[src/rtl/pe_mlane_ws_if.sv]
`default_nettype none
// +----------------------------------------------------------------------------+
// | Module   : pe_mlane_ws_if                                                   |
// | Purpose  : Bundles the activation, partial-sum and weight-scratchpad        |
// |            signals of one multi-lane systolic PE.                           |
// | Modports : master - drives activations, partial sums and weight controls   |
// |            slave  - the PE itself                                            |
// | Revision : 1.0 - initial release                                             |
// +----------------------------------------------------------------------------+
interface pe_mlane_ws_if #(
  parameter int LANES              = 2,
  parameter int WMEM_ADDR_BITWIDTH = 8,
  parameter int ACT_BITWIDTH       = 8,
  parameter int WGT_BITWIDTH       = 8,
  parameter int SUM_IN_BITWIDTH    = 16,
  parameter int SUM_OUT_BITWIDTH   = 16
);
  logic [ACT_BITWIDTH-1:0]             act_in;
  logic                                act_valid_in;
  logic [LANES*SUM_IN_BITWIDTH-1:0]    sum_in;
  logic                                read_req_w_mem;
  logic [WMEM_ADDR_BITWIDTH-1:0]       r_addr_w_mem;
  logic                                write_req_w_mem;
  logic [WMEM_ADDR_BITWIDTH-1:0]       w_addr_w_mem;
  logic [LANES*WGT_BITWIDTH-1:0]       w_data_w_mem;
  logic                                ws_load;
  logic                                ws_release;
  logic                                ready;
  logic                                read_req_w_mem_frwrd;
  logic [WMEM_ADDR_BITWIDTH-1:0]       r_addr_w_mem_frwrd;
  logic [ACT_BITWIDTH-1:0]             act_out;
  logic                                act_valid_out;
  logic [LANES*SUM_OUT_BITWIDTH-1:0]   sum_out;
  logic                                sum_valid_out;
  logic [LANES-1:0]                    sat_flag;
  logic                                proto_err;

  modport master (
    output act_in, act_valid_in, sum_in, read_req_w_mem, r_addr_w_mem,
           write_req_w_mem, w_addr_w_mem, w_data_w_mem, ws_load, ws_release,
    input  ready, read_req_w_mem_frwrd, r_addr_w_mem_frwrd, act_out,
           act_valid_out, sum_out, sum_valid_out, sat_flag, proto_err
  );

  modport slave (
    input  act_in, act_valid_in, sum_in, read_req_w_mem, r_addr_w_mem,
           write_req_w_mem, w_addr_w_mem, w_data_w_mem, ws_load, ws_release,
    output ready, read_req_w_mem_frwrd, r_addr_w_mem_frwrd, act_out,
           act_valid_out, sum_out, sum_valid_out, sat_flag, proto_err
  );
endinterface
`default_nettype wire

[src/rtl/pe_mlane_ws.sv]
`default_nettype none
// +----------------------------------------------------------------------------+
// | Module   : pe_mlane_ws                                                      |
// | Purpose  : Multi-lane systolic PE. One activation is broadcast to LANES     |
// |            signed MACs; weights come from a local scratchpad every cycle    |
// |            (dynamic mode) or from a weight-stationary register (WS mode).   |
// | Ports    : clk   - clock                                                    |
// |            reset - asynchronous reset, active-low                           |
// |            bus   - pe_mlane_ws_if.slave: activations, partial sums, weight  |
// |                    scratchpad controls, forwarded signals, status flags     |
// | Revision : 1.0 - initial release                                             |
// +----------------------------------------------------------------------------+
module pe_mlane_ws #(
  parameter int LANES              = 2,
  parameter int WMEM_ADDR_BITWIDTH = 8,
  parameter int ACT_BITWIDTH       = 8,
  parameter int WGT_BITWIDTH       = 8,
  parameter int SUM_IN_BITWIDTH    = 16,
  parameter int INTER_BITWIDTH     = 17,
  parameter int SUM_OUT_BITWIDTH   = 16,
  parameter     TRUNC_MODE         = "MSB",
  parameter int ACT_PIPELINE       = 1
) (
  input wire logic     clk,
  input wire logic     reset,
  pe_mlane_ws_if.slave bus
);
  localparam int c_DEPTH = 1 << WMEM_ADDR_BITWIDTH;
  localparam int c_WROW  = LANES * WGT_BITWIDTH;
  localparam int c_PROD  = ACT_BITWIDTH + WGT_BITWIDTH;
  localparam int c_SO    = SUM_OUT_BITWIDTH;

  typedef enum logic [1:0] {
    S_DYN     = 2'd0,
    S_WS_FILL = 2'd1,
    S_WS_HOLD = 2'd2
  } state_t;

  state_t                   r_state, w_state_nxt;
  logic [c_WROW-1:0]        r_wmem [c_DEPTH];
  logic [c_WROW-1:0]        r_rdata;
  logic [c_WROW-1:0]        r_ws;
  logic [LANES*c_SO-1:0]    r_sum;
  logic                     r_sum_valid;
  logic [LANES-1:0]         r_sat;
  logic                     r_proto;
  logic                     r_rreq_fw;
  logic [WMEM_ADDR_BITWIDTH-1:0] r_raddr_fw;

  logic                     w_ready, w_load_go, w_ws_capture, w_rd_en, w_accept;
  logic [c_WROW-1:0]        w_wgt_row;
  logic [LANES*c_SO-1:0]    w_sum_nxt;
  logic [LANES-1:0]         w_sat_hit;

  // ---------------- FSM next state / decode ----------------
  always_comb begin
    w_state_nxt  = r_state;
    w_ready      = 1'b1;
    w_load_go    = 1'b0;
    w_ws_capture = 1'b0;
    case (r_state)
      S_DYN: begin
        if (bus.ws_load) begin
          w_load_go   = 1'b1;
          w_state_nxt = S_WS_FILL;
        end
      end
      S_WS_FILL: begin
        // Scratchpad data requested by ws_load arrives this cycle.
        w_ready      = 1'b0;
        w_ws_capture = 1'b1;
        w_state_nxt  = S_WS_HOLD;
      end
      S_WS_HOLD: begin
        if (bus.ws_load) begin
          w_load_go   = 1'b1;
          w_state_nxt = S_WS_FILL;
        end else if (bus.ws_release) begin
          w_state_nxt = S_DYN;
        end
      end
      default: w_state_nxt = S_DYN;
    endcase
  end

  // ws_load forces a scratchpad read even without an external request.
  assign w_rd_en   = bus.read_req_w_mem | w_load_go;
  assign w_accept  = bus.act_valid_in & w_ready;
  assign w_wgt_row = (r_state == S_WS_HOLD) ? r_ws : r_rdata;

  // ---------------- Weight scratchpad (contents never reset) ----------------
  always_ff @(posedge clk) begin
    if (bus.write_req_w_mem) r_wmem[bus.w_addr_w_mem] <= bus.w_data_w_mem;
  end

  // Non-blocking update: a same-cycle write to the read address returns old data.
  always_ff @(posedge clk or negedge reset) begin
    if (!reset)       r_rdata <= '0;
    else if (w_rd_en) r_rdata <= r_wmem[bus.r_addr_w_mem];
  end

  // ---------------- Per-lane MAC and truncation ----------------
  for (genvar gi = 0; gi < LANES; gi++) begin : g_lane
    logic [ACT_BITWIDTH-1:0]        w_act;
    logic [WGT_BITWIDTH-1:0]        w_wgt;
    logic [SUM_IN_BITWIDTH-1:0]     w_sin;
    logic signed [c_PROD-1:0]       w_act_x, w_wgt_x, w_prod;
    logic [INTER_BITWIDTH-1:0]      w_p;
    logic [c_SO-1:0]                w_trunc;
    logic                           w_unused_p;

    assign w_act   = bus.act_in;
    assign w_wgt   = w_wgt_row[gi*WGT_BITWIDTH +: WGT_BITWIDTH];
    assign w_sin   = bus.sum_in[gi*SUM_IN_BITWIDTH +: SUM_IN_BITWIDTH];
    assign w_act_x = {{WGT_BITWIDTH{w_act[ACT_BITWIDTH-1]}}, w_act};
    assign w_wgt_x = {{ACT_BITWIDTH{w_wgt[WGT_BITWIDTH-1]}}, w_wgt};
    assign w_prod  = w_act_x * w_wgt_x;
    assign w_p     = {{(INTER_BITWIDTH-c_PROD){w_prod[c_PROD-1]}}, w_prod}
                   + {{(INTER_BITWIDTH-SUM_IN_BITWIDTH){w_sin[SUM_IN_BITWIDTH-1]}}, w_sin};
    assign w_unused_p = ^w_p;

    if (TRUNC_MODE == "SAT") begin : g_sat
      logic w_ovf;
      // Overflow when the bits above the output sign bit are not a pure sign extension.
      assign w_ovf   = (w_p[INTER_BITWIDTH-1:c_SO-1] != {(INTER_BITWIDTH-c_SO+1){w_p[INTER_BITWIDTH-1]}});
      assign w_trunc = !w_ovf ? w_p[c_SO-1:0]
                     : (w_p[INTER_BITWIDTH-1] ? {1'b1, {(c_SO-1){1'b0}}} : {1'b0, {(c_SO-1){1'b1}}});
      assign w_sat_hit[gi] = w_ovf;
    end else if (TRUNC_MODE == "LSB") begin : g_lsb
      assign w_trunc       = w_p[c_SO-1:0];
      assign w_sat_hit[gi] = 1'b0;
    end else begin : g_msb
      assign w_trunc       = w_p[INTER_BITWIDTH-1 -: c_SO];
      assign w_sat_hit[gi] = 1'b0;
    end

    assign w_sum_nxt[gi*c_SO +: c_SO] = w_trunc;
  end

  // ---------------- State, WS register, outputs ----------------
  always_ff @(posedge clk or negedge reset) begin
    if (!reset) begin
      r_state     <= S_DYN;
      r_ws        <= '0;
      r_sum       <= '0;
      r_sum_valid <= 1'b0;
      r_sat       <= '0;
      r_proto     <= 1'b0;
      r_rreq_fw   <= 1'b0;
      r_raddr_fw  <= '0;
    end else begin
      r_state     <= w_state_nxt;
      r_sum_valid <= w_accept;
      r_rreq_fw   <= bus.read_req_w_mem;
      r_raddr_fw  <= bus.r_addr_w_mem;
      if (w_ws_capture) r_ws <= r_rdata;
      if (w_accept) begin
        r_sum <= w_sum_nxt;
        r_sat <= r_sat | w_sat_hit;
      end
      if (bus.act_valid_in && !w_ready) r_proto <= 1'b1;
    end
  end

  // ---------------- Activation forwarding ----------------
  if (ACT_PIPELINE != 0) begin : g_act_reg
    logic [ACT_BITWIDTH-1:0] r_act;
    logic                    r_act_valid;
    always_ff @(posedge clk or negedge reset) begin
      if (!reset) begin
        r_act       <= '0;
        r_act_valid <= 1'b0;
      end else begin
        r_act       <= bus.act_in;
        r_act_valid <= bus.act_valid_in;
      end
    end
    assign bus.act_out       = r_act;
    assign bus.act_valid_out = r_act_valid;
  end else begin : g_act_comb
    assign bus.act_out       = bus.act_in;
    assign bus.act_valid_out = bus.act_valid_in;
  end

  assign bus.ready                = w_ready;
  assign bus.read_req_w_mem_frwrd = r_rreq_fw;
  assign bus.r_addr_w_mem_frwrd   = r_raddr_fw;
  assign bus.sum_out              = r_sum;
  assign bus.sum_valid_out        = r_sum_valid;
  assign bus.sat_flag             = r_sat;
  assign bus.proto_err            = r_proto;
endmodule
`default_nettype wire

[src/flat_wrapper.sv]
// flat-port wrapper written by rule: the top's interface ports become plain ports
module pe_mlane_ws_flat 
#(
  parameter int LANES              = 2,
  parameter int WMEM_ADDR_BITWIDTH = 8,
  parameter int ACT_BITWIDTH       = 8,
  parameter int WGT_BITWIDTH       = 8,
  parameter int SUM_IN_BITWIDTH    = 16,
  parameter int INTER_BITWIDTH     = 17,
  parameter int SUM_OUT_BITWIDTH   = 16,
  parameter     TRUNC_MODE         = "   ",
  parameter int ACT_PIPELINE       = 1
)
  (clk, reset, bus_act_in, bus_act_valid_in, bus_sum_in, bus_read_req_w_mem, bus_r_addr_w_mem, bus_write_req_w_mem, bus_w_addr_w_mem, bus_w_data_w_mem, bus_ws_load, bus_ws_release, bus_ready, bus_read_req_w_mem_frwrd, bus_r_addr_w_mem_frwrd, bus_act_out, bus_act_valid_out, bus_sum_out, bus_sum_valid_out, bus_sat_flag, bus_proto_err);
  pe_mlane_ws_if #(.LANES(LANES), .WMEM_ADDR_BITWIDTH(WMEM_ADDR_BITWIDTH), .ACT_BITWIDTH(ACT_BITWIDTH), .WGT_BITWIDTH(WGT_BITWIDTH), .SUM_IN_BITWIDTH(SUM_IN_BITWIDTH), .SUM_OUT_BITWIDTH(SUM_OUT_BITWIDTH)) bus_i ();
  input wire logic clk;
  input wire logic reset;
  input wire logic [$bits(bus_i.act_in)-1:0] bus_act_in;
  input wire logic [$bits(bus_i.act_valid_in)-1:0] bus_act_valid_in;
  input wire logic [$bits(bus_i.sum_in)-1:0] bus_sum_in;
  input wire logic [$bits(bus_i.read_req_w_mem)-1:0] bus_read_req_w_mem;
  input wire logic [$bits(bus_i.r_addr_w_mem)-1:0] bus_r_addr_w_mem;
  input wire logic [$bits(bus_i.write_req_w_mem)-1:0] bus_write_req_w_mem;
  input wire logic [$bits(bus_i.w_addr_w_mem)-1:0] bus_w_addr_w_mem;
  input wire logic [$bits(bus_i.w_data_w_mem)-1:0] bus_w_data_w_mem;
  input wire logic [$bits(bus_i.ws_load)-1:0] bus_ws_load;
  input wire logic [$bits(bus_i.ws_release)-1:0] bus_ws_release;
  output wire logic [$bits(bus_i.ready)-1:0] bus_ready;
  output wire logic [$bits(bus_i.read_req_w_mem_frwrd)-1:0] bus_read_req_w_mem_frwrd;
  output wire logic [$bits(bus_i.r_addr_w_mem_frwrd)-1:0] bus_r_addr_w_mem_frwrd;
  output wire logic [$bits(bus_i.act_out)-1:0] bus_act_out;
  output wire logic [$bits(bus_i.act_valid_out)-1:0] bus_act_valid_out;
  output wire logic [$bits(bus_i.sum_out)-1:0] bus_sum_out;
  output wire logic [$bits(bus_i.sum_valid_out)-1:0] bus_sum_valid_out;
  output wire logic [$bits(bus_i.sat_flag)-1:0] bus_sat_flag;
  output wire logic [$bits(bus_i.proto_err)-1:0] bus_proto_err;
  assign bus_i.act_in = bus_act_in;
  assign bus_i.act_valid_in = bus_act_valid_in;
  assign bus_i.sum_in = bus_sum_in;
  assign bus_i.read_req_w_mem = bus_read_req_w_mem;
  assign bus_i.r_addr_w_mem = bus_r_addr_w_mem;
  assign bus_i.write_req_w_mem = bus_write_req_w_mem;
  assign bus_i.w_addr_w_mem = bus_w_addr_w_mem;
  assign bus_i.w_data_w_mem = bus_w_data_w_mem;
  assign bus_i.ws_load = bus_ws_load;
  assign bus_i.ws_release = bus_ws_release;
  assign bus_ready = bus_i.ready;
  assign bus_read_req_w_mem_frwrd = bus_i.read_req_w_mem_frwrd;
  assign bus_r_addr_w_mem_frwrd = bus_i.r_addr_w_mem_frwrd;
  assign bus_act_out = bus_i.act_out;
  assign bus_act_valid_out = bus_i.act_valid_out;
  assign bus_sum_out = bus_i.sum_out;
  assign bus_sum_valid_out = bus_i.sum_valid_out;
  assign bus_sat_flag = bus_i.sat_flag;
  assign bus_proto_err = bus_i.proto_err;
  pe_mlane_ws #(.LANES(LANES), .WMEM_ADDR_BITWIDTH(WMEM_ADDR_BITWIDTH), .ACT_BITWIDTH(ACT_BITWIDTH), .WGT_BITWIDTH(WGT_BITWIDTH), .SUM_IN_BITWIDTH(SUM_IN_BITWIDTH), .INTER_BITWIDTH(INTER_BITWIDTH), .SUM_OUT_BITWIDTH(SUM_OUT_BITWIDTH), .TRUNC_MODE(TRUNC_MODE), .ACT_PIPELINE(ACT_PIPELINE)) u_core (.clk(clk), .reset(reset), .bus(bus_i));
endmodule
[config.mk]
export PLATFORM = sky130hd
export DESIGN_NAME = pe_mlane_ws_flat
export DESIGN_NICKNAME = d
export VERILOG_FILES = /design/src/rtl/pe_mlane_ws_if.sv /design/src/rtl/pe_mlane_ws.sv /design/src/flat_wrapper.sv
export SDC_FILE = /design/constraint.sdc
export NUM_CORES = 2
export LEC_CHECK = 0
export CAP_MARGIN = 10
export CELL_PAD_IN_SITES_DETAIL_PLACEMENT = 1
export CELL_PAD_IN_SITES_GLOBAL_PLACEMENT = 1
export CORE_ASPECT_RATIO = 1.4
export CORE_MARGIN = 4
export CORE_UTILIZATION = 56
export CTS_CLUSTER_DIAMETER = 120
export DETAILED_ROUTE_END_ITERATION = 16
export PLACE_DENSITY_LB_ADDON = 0.1
export SYNTH_ARGS = -nofsm -noshare
export SYNTH_HDL_FRONTEND = slang
export SYNTH_SLANG_ARGS = --single-unit
[constraint.sdc]
create_clock -name clk -period 7.5 [get_ports clk]
set_input_delay 1.5 -clock clk [delete_from_list [all_inputs] [get_ports clk]]
set_output_delay 1.5 -clock clk [all_outputs]
set_load 0.01 [all_outputs]
==> reports/summary.md <==
## Timing
* no — unrepaired setup endpoints after global routing
* 1450 ps — slew at the pin closest to its max-slew limit
* 0 — final setup violating endpoints
* 0.863 — portion of the clock cycle consumed by the worst path in the final layout
* 155 MHz — maximum clock frequency
* 0 ps — total negative setup slack
* 0.0322 — relative slew slack
* 6470 ps — Min Clock Period, post-route
* 0 — final number of max-transition violations
* 48.9 ps — Max Clock Skew
* 0 — Hold Fails Final Rpt

## Cells and area
* 0.245 — proportion of layout cells with a drive suffix above 1
* edfxtp_1, mux4_2, nor2_1, clkbuf_16, buf_4 — commonest cells after routing, fill and taps aside
* edfxtp_1 — leading cell type in the layout, fill and taps excluded
* 12.1% — area grow syn2layout
* 8793 — nets
* 0.631 — share of the core filled with cells in the final layout
* 12700 — post-layout instance count excluding filler cells
* 187000 sq um — Final Instance Area

## Run
* 0 — reported max-cap violation count

## Global route
* 657000 um — first-pass GRT wire length
* 189 — largest net degree at the start of global routing
* 88900 — vias in the first global route
* 0.302 — Total GRT Usage
* 25 — number of antenna violations at the first check in global routing
* 0 — total congestion overflow

## Logic synthesis
* 0.0209 — area fraction in compound gates after synthesis
* 0.0206 — post-synthesis async set-or-reset flop share
* 4182 — Yosys reg bits
* 0 — yosys warns
* 4096 — EDFF count, synth
* 7971 — Cells after Synth
* 0.752 — sequential element share of the synthesized area
* 166000 sq um — Post-Synthesis Cell Area
* 0.0240 — share of synthesized cell area in full adder, half adder and majority cells
* 0.0270 — simple-gate share of the synthesized area
* edfxtp_1 — main flop type after synthesis
* 20.9 sq um — mean area per synthesized cell
* edfxtp_1, mux4_2, fa_1, nor2_1, dfrtp_1 — most area-consuming cells after synthesis
* 0.00179 — synthesized-area fraction occupied by xor and xnor cells
* 53 — Distinct cells, synth
* multiplexers — combinational family with the most area after synthesis
* 0.739 — proportion of netlist area held by the largest area contributor
* 0.156 — share of synthesized area spent on multiplexers
* edfxtp_1 — top cell type by total area after synthesis

## Placement
* 131 — Buffers on Ports
* 0.847 — global placer's final weighted congestion
* 277000 um — estimated wirelength of the detail-placed design
* 12000 — Placed Cells
* 174000 sq um — placed inst area

## Clock tree
* 4 — Clock Path Buffers
* 390 — clock buffers created by TritonCTS
* yes — clock tree from TritonCTS
* 60 ps — clock-pin slew on the worst setup and hold paths
* clkbuf_16 — clk root buf
* 4182 — number of clock sinks
* 0 — count of instances resized after the clock tree is built
* 0 — Post-CTS Repair Setup Buffers
* 0 — hold buffer count at cts
* 930 ps — clock network latency to the later pin of the worst-skew pair
* 5 — CTS H-tree lvls

## Critical path
* flip-flop — Worst Setup End Kind
* flip-flop — kind of start point of the critical path
* flip-flop to flip-flop — crit path kind
* adder cells — Crit path max-delay family
* fa_1 — most common cell type on the critical path
* 11 — maximum fanout encountered on the critical timing path
* 8300 ps — required time of the critical path
* nand2b_1 -> buf_4 -> mux2i_1 -> buf_4 -> or2_2 -> fa_1 -> fa_1 -> inv_1 -> fa_1 -> fa_1 -> inv_1 -> fa_1 -> inv_1 -> ha_1 -> a21o_1 -> a2111oi_1 -> nor3_1 -> nor3_1 -> xnor2_1 -> mux2_2 — cells along the critical path
* 5 — count of buffer and inverter cells on the critical path
* a2111oi_1 — Critical Path Slowest Stage Cell
* 600 ps — slowest stage delay, CP
* 1030 ps — Worst R2R Setup Slack
* 7280 ps — WP data arrival

## Drt
* 5 — number of detailed-routing iterations run before antenna repair
* 0 — DRC violations left
* 456000 um — routed wire length
* 83200 — Via Count
* 0 — count of nets left with antenna violations after detail routing
* 35.8 um — routed wire length per instance
* 10100 — violation count after the first detailed-routing iteration
* 6.54 — via-per-instance ratio

## Floorplanning
* 134 — num ports
* 296000 sq um — core region area
* 653 um — Die Y
* 236 — standard-cell rows
* 306000 sq um — full die area
* 0.563 — starting utilization of the core area
* 469 um — Chip Width

## Min path
* flip-flop to flip-flop — path class of the lowest-slack min-delay path

## Pwr
* 491 uV — maximum resistive drop on vdd
* 297 nW/um^2 — power per standard cell area
* 0.0554 W — Power, Total
* 60.0 nW — leakage

## Run status
* finished clean — run status

==> synthesized netlist by cell type (7+ instances only) <==
master / n
a2111oi_0: 17
a211oi_1: 16
a21o_1: 12
a21oi_1: 134
a221oi_1: 15
a31oi_1: 7
and2_1: 26
buf_1: 35
buf_2: 124
buf_4: 69
buf_6: 26
buf_8: 8
clkbuf_1: 178
dfrtp_1: 86
edfxtp_1: 4096
fa_1: 152
ha_1: 76
inv_1: 162
mux2_2: 112
mux2i_1: 164
mux4_2: 1024
nand2_1: 133
nand2b_1: 14
nand3_1: 58
nand4_1: 24
nor2_1: 698
nor2b_1: 50
nor3_1: 46
o21ai_0: 129
o221ai_1: 90
o22ai_1: 111
or3_1: 7
xnor2_1: 25
xor2_1: 9
==> final timing paths <==
check                                   from                     end  cells after the start
max                        u_core.r_state[0]  u_core.bus.sum_out[29]                     20
min                        u_core.r_state[0]       u_core.r_state[0]                      1
max reg2reg                u_core.r_state[0]  u_core.bus.sum_out[29]                     20
min reg2reg                u_core.r_state[0]       u_core.r_state[0]                      1
max in group asynchronous              reset         u_core.r_ws[10]                      2
min in group asynchronous              reset  u_core.bus.sum_out[31]                      1
==> worst reg2reg max path, delay by kind of cell, from the launching register on <==
| kind | cells | cell delay [ps] |
|---|---|---|
| AOI/OAI and AO/OA | 2 | 810 |
| xor gates and xnor gates | 1 | 80 |
| adders and majority gates | 6 | 2750 |
| buffers and inverters | 5 | 710 |
| DFF | 1 | 390 |
| muxes | 2 | 390 |
| and+or+nand+nor | 4 | 1220 |
==> state kept, by name, summed over array words and instances, names as in the netlist, 2 cells and up <==
signal,flops
u_core.bus.sum_out,32
u_core.r_state,2
u_core.r_rdata,16
u_core.bus.r_addr_w_mem_frwrd,8
u_core.bus.act_out,8
u_core.r_ws,16
u_core.r_wmem,4096
==> metrics by stage <==
step / hold WS, ps / setup WS (ps)
final: 473 / 1030
after global routing: 486 / 727
after CTS: 479 / 1020
after detailed placement: 461 / 194
after global placement: 444 / 160
after floorplan: 424 / 1140
==> routing by layer <==
layer  wire length [um]  vias to the layer above  track usage  share of wire
met5                 69                        -            0        0.00015
met4              26200                       10        0.146          0.057
met3              33700                      846       0.0436          0.074
met2             230000                     4074        0.498           0.50
met1             166000                    44800        0.401           0.36
li1                   -                    33500            -              -
==> area by class of cell <==
type                       instances  area (sq um)
sequential                      4182        125000
fill                           23900        109000
multi-input combinational       3181         38300
clock buffer                     491         10300
timing repair buffer             567          5200
tap                             3927          4910
clock inverter                   209          2040
inverter                         164           623
antenna                            8          20.0
==> logic make-up (layout without fill, tap and decap cells) <==
group / after synthesis / count (layout)
AO/OA/AOI/OAI: 548 / 548
XOR/XNOR: 34 / 34
adder cells (fa/ha/maj): 228 / 228
buffers and inverters: 609 / 1431
flip-flops: 4182 / 4182
multiplexers: 1300 / 1300
other: 1 / 10
AND/OR/NAND/NOR: 1069 / 1069
==> power by group <==
| group | switching, W | total (W) | internal (W) |
|---|---|---|---|
| registers | 0.000112 | 0.0260 | 0.0259 |
| clock network | 0.00859 | 0.0195 | 0.0109 |
| logic | 0.00559 | 0.00991 | 0.00432 |
| total | 0.0143 | 0.0554 | 0.0411 |
(Power assumes the default switching activity.)
